**config.mk**
```make
export PLATFORM = sky130hd
export DESIGN_NAME = exc_cp0_unit
export DESIGN_NICKNAME = d
export VERILOG_FILES = /design/src/rtl/exc_cp0_unit.sv
export SDC_FILE = /design/constraint.sdc
export NUM_CORES = 1
export LEC_CHECK = 0
export ABC_AREA = 1
export BUFFER_PORTS_ARGS = -buffer_cell sky130_fd_sc_hd__clkbuf_2
export CORE_MARGIN = 8
export CORE_UTILIZATION = 30
export CTS_BUF_LIST = sky130_fd_sc_hd__clkbuf_4
export CTS_CLUSTER_DIAMETER = 120
export DETAILED_ROUTE_END_ITERATION = 7
export GPL_TIMING_DRIVEN = 0
export HOLD_SLACK_MARGIN = 0.12
export PLACE_DENSITY = 0.54
export RECOVER_POWER = 50
export SYNTH_ARGS = -nofsm -noshare
export SYNTH_HDL_FRONTEND = slang
export SYNTH_SLANG_ARGS = --single-unit
export TNS_END_PERCENT = 30
```
**constraint.sdc**
```tcl
create_clock -name clk -period 4.6 [get_ports clk]
set_clock_uncertainty 0.15 [all_clocks]
set_input_delay 0.69 -clock clk [delete_from_list [all_inputs] [get_ports clk]]
set_output_delay 0.69 -clock clk [all_outputs]
set_load 0.01 [all_outputs]
```
**src/rtl/exc_cp0_unit.sv**
```systemverilog
// M-stage exception prioritiser and CP0 register file (SR, Cause, EPC, BadVAddr, PRId).
// exc_flush is combinational in the M cycle; hw_int reaches IP after two registers; no backpressure.
module exc_cp0_unit #(
  parameter int          N_INT      = 6,
  parameter logic [5:0]  INT_EDGE   = 6'b000000,
  parameter logic [31:0] HANDLER_PC = 32'h0000_4180,
  parameter logic [31:0] PRID       = 32'h0000_0000
) (
  input  logic             clk,
  input  logic             reset,
  input  logic             m_valid,
  input  logic [31:0]      m_pc,
  input  logic             m_bd,
  input  logic             m_exc_valid,
  input  logic [4:0]       m_exc_code,
  input  logic [31:0]      m_badvaddr,
  input  logic [N_INT-1:0] hw_int,
  input  logic [4:0]       cp0_addr,
  input  logic             cp0_we,
  input  logic [31:0]      cp0_wdata,
  input  logic             eret,
  output logic [31:0]      cp0_rdata,
  output logic             exc_flush,
  output logic [31:0]      handler_pc,
  output logic [31:0]      epc_out
);

  localparam int IP_LO = 10;
  localparam int IP_HI = 9 + N_INT;

  localparam logic [4:0] REG_BADVADDR = 5'd8;
  localparam logic [4:0] REG_SR       = 5'd12;
  localparam logic [4:0] REG_CAUSE    = 5'd13;
  localparam logic [4:0] REG_EPC      = 5'd14;
  localparam logic [4:0] REG_PRID     = 5'd15;

  logic [N_INT-1:0] edge_mask;
  logic [N_INT-1:0] sync_q;
  logic [N_INT-1:0] prev_q;
  logic [N_INT-1:0] ip_q;
  logic [N_INT-1:0] im_q;
  logic [N_INT-1:0] ip_set;
  logic [N_INT-1:0] ip_clr;
  logic [N_INT-1:0] ip_next;

  logic        exl_q;
  logic        ie_q;
  logic        bd_q;
  logic [4:0]  exc_code_q;
  logic [31:0] epc_q;
  logic [31:0] badvaddr_q;

  logic int_req;
  logic sync_req;
  logic take;
  logic wr_en;
  logic eret_ok;
  logic bad_addr_code;

  assign edge_mask = INT_EDGE[N_INT-1:0];

  assign int_req  = m_valid & ie_q & ~exl_q & (|(ip_q & im_q));
  assign sync_req = m_valid & m_exc_valid;
  assign take     = int_req | sync_req;

  // A taken exception swallows the same-cycle mtc0 and eret.
  assign wr_en   = m_valid & cp0_we & ~take;
  assign eret_ok = m_valid & eret & ~take;

  assign bad_addr_code = (m_exc_code == 5'd4) || (m_exc_code == 5'd5);

  assign exc_flush  = take & ~reset;
  assign handler_pc = HANDLER_PC;
  assign epc_out    = epc_q;

  // Edge lines latch a rising sync edge; a 0 written through Cause clears, but a new edge wins.
  assign ip_set = sync_q & ~prev_q & edge_mask;
  assign ip_clr = (wr_en && (cp0_addr == REG_CAUSE)) ? (~cp0_wdata[IP_HI:IP_LO] & edge_mask)
                                                      : '0;
  assign ip_next = (edge_mask & (ip_set | (ip_q & ~ip_clr))) | (~edge_mask & sync_q);

  always_comb begin
    cp0_rdata = '0;
    case (cp0_addr)
      REG_BADVADDR: cp0_rdata = badvaddr_q;
      REG_SR: begin
        cp0_rdata[IP_HI:IP_LO] = im_q;
        cp0_rdata[1]           = exl_q;
        cp0_rdata[0]           = ie_q;
      end
      REG_CAUSE: begin
        cp0_rdata[31]          = bd_q;
        cp0_rdata[IP_HI:IP_LO] = ip_q;
        cp0_rdata[6:2]         = exc_code_q;
      end
      REG_EPC:  cp0_rdata = epc_q;
      REG_PRID: cp0_rdata = PRID;
      default:  cp0_rdata = '0;
    endcase
  end

  always_ff @(posedge clk) begin
    if (reset) begin
      sync_q     <= '0;
      prev_q     <= '0;
      ip_q       <= '0;
      im_q       <= '0;
      exl_q      <= 1'b0;
      ie_q       <= 1'b0;
      bd_q       <= 1'b0;
      exc_code_q <= '0;
      epc_q      <= '0;
      badvaddr_q <= '0;
    end else begin
      sync_q <= hw_int;
      prev_q <= sync_q;
      ip_q   <= ip_next;
      if (take) begin
        exc_code_q <= int_req ? 5'd0 : m_exc_code;
        // Nested exceptions keep the outer EPC/BD so eret returns to the first fault.
        if (!exl_q) begin
          epc_q <= m_bd ? (m_pc - 32'd4) : m_pc;
          bd_q  <= m_bd;
        end
        exl_q <= 1'b1;
        if (!int_req && bad_addr_code) begin
          badvaddr_q <= m_badvaddr;
        end
      end else begin
        if (wr_en && (cp0_addr == REG_SR)) begin
          im_q  <= cp0_wdata[IP_HI:IP_LO];
          exl_q <= cp0_wdata[1];
          ie_q  <= cp0_wdata[0];
        end
        if (wr_en && (cp0_addr == REG_EPC)) begin
          epc_q <= cp0_wdata;
        end
        if (eret_ok) begin
          exl_q <= 1'b0;
        end
      end
    end
  end

endmodule

```
==> insert_results.sql <==
INSERT INTO impl_metrics (metric_group, metric, value, unit) VALUES
('route', 'dr.pass1.iters', '5', ''),
('power', 'power.share.switching', '0.3097', ''),
('clocking', 'cts_setup_buffers', '0', ''),
('power', 'clock_power_share', '0.311', ''),
('power', 'max_ir_drop_vdd', '124.0', 'uV'),
('flow_run', 'max_cap_viol_count', '0', ''),
('clocking', 'clock_tree_from_tritoncts', 'yes', ''),
('global_route', 'grt_overflow_total', '0', ''),
('placed_design', 'place_congestion', '0.9001', ''),
('hold_path', 'hold_class', 'in -> reg', ''),
('yosys', 'area_share_of_and_or_nand_nor_cells_after_synthesis', '0.3320', ''),
('timing', 'maxClockFrequency', '0.3319', 'GHz'),
('setup_path', 'setup.worst_path.start', 'cp0_addr[4]', ''),
('global_route', 'initial_antenna_violation_count', '1', ''),
('setup_path', 'required', '3760', 'ps'),
('yosys', 'post_synth_mux_area_share', '0', ''),
('setup_path', 'critPathCaptureType', 'output pin', ''),
('setup_path', 'crit_path_cell_chain', 'clkbuf_2 -> nand3b_4 -> nor3_4 -> clkbuf_1 -> inv_1 -> o22ai_1 -> clkbuf_2', ''),
('layout', 'final-seq-area', '0.001802', 'mm2'),
('status', 'outcome', 'completed', ''),
('clocking', 'clock-root-buffer', 'sky130_fd_sc_hd__clkbuf_4', ''),
('setup_path', 'crit_path_start_kind', 'input pin', ''),
('die', 'fp.coreArea', '0.01730', 'mm2'),
('placed_design', 'dp.final_hpwl', '17.31', 'mm'),
('die', 'die_h', '149.2', 'um'),
('timing', 'grt_setup_unrepaired', 'false', ''),
('route', 'via_count_of_the_routed_design', '5910', ''),
('timing', 'final.period_utilization', '0.6551', ''),
('clocking', 'clk_pin_slew', '160', 'ps'),
('yosys', 'post_synthesis_share_of_cell_area_spent_on_xor_and_xnor_gates', '0.004938', ''),
('yosys', 'seq_area_frac_synth', '0.3386', ''),
('power', 'power-per-cell-area', '249.4', 'mW/mm2'),
('setup_path', 'worstPathArrival', '2170', 'ps'),
('yosys', 'synth_area_per_cell', '6.312', 'um2'),
('layout', 'drive_gt1_frac', '0.2054', ''),
('yosys', 'synth_largest_area_cell', 'sky130_fd_sc_hd__dfxtp_1', ''),
('route', 'drt.antenna.violating_nets', '0', ''),
('route', 'routed_wl', '20.78', 'mm'),
('yosys', 'synth_compound_gate_area_share', '0.1658', ''),
('global_route', 'globalRouteTotalUtil', '0.1815', ''),
('hold_path', 'hold_path.startpoint', 'hw_int[2]', ''),
('timing', 'setup_viol', '0', ''),
('power', 'seqPwrFrac', '0.502', ''),
('yosys', 'cell_area_after_synthesis', '0.005321', 'mm2'),
('setup_path', 'worst-setup-path-type', 'in -> out', ''),
('power', 'cellLeakagePower', '3.253', 'nW'),
('clocking', 'ctsLongestPathBuffers', '2', ''),
('setup_path', 'critPathMostFrequentCell', 'sky130_fd_sc_hd__clkbuf_2', ''),
('clocking', 'numCtsBuffers', '9', ''),
('placed_design', 'place.port_buffers', '182', ''),
('clocking', 'postCtsHoldBufs', '0', ''),
('setup_path', 'worst-path-max-fanout', '10', ''),
('layout', 'multi_input_area', '0.002778', 'mm2'),
('clocking', 'worst_skew_pair.late_latency', '460', 'ps'),
('die', 'initial_core_util', '0.3077', ''),
('route', 'routed_via_density', '4.557', ''),
('die', 'floorplan.die.width', '149.2', 'um'),
('timing', 'worst_case_headroom_to_the_max_slew_limit', '0.5405', ''),
('setup_path', 'r2r-start', 'im_q[0]', ''),
('route', 'detail_route.iter0.violations', '381', ''),
('setup_path', 'timing.critical_path.slowest_stage_cell', 'sky130_fd_sc_hd__clkbuf_1', ''),
('timing', 'totalNegativeSetupSlack', '0', 'ps'),
('setup_path', 'r2r_cells', '12', ''),
('die', 'std_cell_rows', '48', ''),
('layout', 'finish.net_count', '1186', ''),
('yosys', 'number_of_cells_produced_by_synthesis', '843', ''),
('clocking', 'clock_sinks', '90', ''),
('global_route', 'grt_first_pass_wirelength', '31.37', 'mm'),
('power', 'power.internal', '1.155', 'mW'),
('layout', 'final_cell_mix', 'sky130_fd_sc_hd__nand2_1 (194), sky130_fd_sc_hd__clkbuf_2 (150), sky130_fd_sc_hd__nor2_1 (136), sky130_fd_sc_hd__inv_1 (109), sky130_fd_sc_hd__dfxtp_1 (90)', ''),
('die', 'pin_count', '216', '');
-- layer usage --
| metal | global-route usage | wire length (um) | vias to the layer above |
|---|---|---|---|
| li1 | - | - | 3085 |
| met1 | 0.2325 | 9331 | 2633 |
| met2 | 0.3027 | 9758 | 179 |
| met3 | 0.04005 | 1482 | 13 |
| met4 | 0.04442 | 210 | 0 |
| met5 | 0 | 0 | - |
-- final timing paths --
check,to,slack (ps)
worst max-delay path,cp0_rdata[27],1590
worst min-delay path,ip_next[2],240
worst max register to register,epc_out[4],1640
worst min register to register,ip_q[3],260
-- logic make-up after synthesis --
family	Yosys count
DFF	90
buffers and inverters	177
other	2
adders and majority gates	1
xor gates and xnor gates	3
and+or+nand+nor	411
AOI/OAI and AO/OA	159
-- through the flow --
stage	hold slack [ps]	setup slack [ps]	cells	total power [mW]	cell area, um2
CTS	208.0	1558	1296	1.692	6795
detailed placement	247.4	1563	1280	1.176	6626
global route	211.8	1347	1297	1.756	6706
floorplan	238.3	2130	873	1.026	5434
global placement	242.0	1553	1280	1.176	6626
finish	242.9	1587	1297	1.673	6706
-- state kept, by name (all words and copies together) (netlist names) --
name / cells
ie_q: 1
ip_q: 6
exc_code_q: 5
ip_next: 6
exl_q: 1
im_q: 6
badvaddr_q: 32
bd_q: 1
epc_out: 32
-- Yosys cell counts --
cell type                   number
sky130_fd_sc_hd__a211oi_1        4
sky130_fd_sc_hd__a21boi_4        1
sky130_fd_sc_hd__a21oi_1        51
sky130_fd_sc_hd__and2_1          1
sky130_fd_sc_hd__buf_2          11
sky130_fd_sc_hd__buf_4          33
sky130_fd_sc_hd__buf_6           3
sky130_fd_sc_hd__clkbuf_1       21
sky130_fd_sc_hd__conb_1          2
sky130_fd_sc_hd__dfxtp_1        90
sky130_fd_sc_hd__ha_1            1
sky130_fd_sc_hd__inv_1         108
sky130_fd_sc_hd__inv_2           1
sky130_fd_sc_hd__nand2_1       190
sky130_fd_sc_hd__nand2_2         2
sky130_fd_sc_hd__nand2_4         3
sky130_fd_sc_hd__nand3_1        47
sky130_fd_sc_hd__nand3_2         1
sky130_fd_sc_hd__nand3b_4        1
sky130_fd_sc_hd__nand4_1        19
sky130_fd_sc_hd__nand4_2         1
sky130_fd_sc_hd__nand4_4         1
sky130_fd_sc_hd__nor2_1        136
sky130_fd_sc_hd__nor2_2          3
sky130_fd_sc_hd__nor2_4          1
sky130_fd_sc_hd__nor3_1          2
sky130_fd_sc_hd__nor3_2          1
sky130_fd_sc_hd__nor3_4          1
sky130_fd_sc_hd__o2111ai_1       6
sky130_fd_sc_hd__o211ai_1        2
sky130_fd_sc_hd__o21ai_0        82
sky130_fd_sc_hd__o21ai_1         1
sky130_fd_sc_hd__o21bai_1        4
sky130_fd_sc_hd__o221ai_1        6
sky130_fd_sc_hd__o22ai_1         2
sky130_fd_sc_hd__or2_2           1
sky130_fd_sc_hd__xnor2_1         2
sky130_fd_sc_hd__xor2_1          1
-- layout make-up --
type                            count  area share
Antenna cell                        1   0.0003731
Buffer                             68     0.05877
Clock buffer                        9     0.01007
Clock inverter                      7     0.01511
Inverter                          109     0.06101
Multi-Input combinational cell    606      0.4142
Sequential cell                    90      0.2687
Tap cell                          225     0.04198
Timing Repair Buffer              182      0.1299
-- power by group through the flow --
| stage | combinational, mW | clock (mW) | sequential (mW) |
|---|---|---|---|
| floorplan | 0.170 | 0 | 0.856 |
| global placement | 0.319 | 0 | 0.857 |
| detailed placement | 0.320 | 0 | 0.857 |
| CTS | 0.322 | 0.531 | 0.839 |
| global route | 0.350 | 0.562 | 0.844 |
| finish | 0.313 | 0.521 | 0.839 |
-- critical path, delay by kind of cell --
kind / cells / cell delay [ps]
buf+inv: 4 / 880
simple gates: 2 / 460
compound gates: 1 / 140
(Power assumes the default switching activity.)
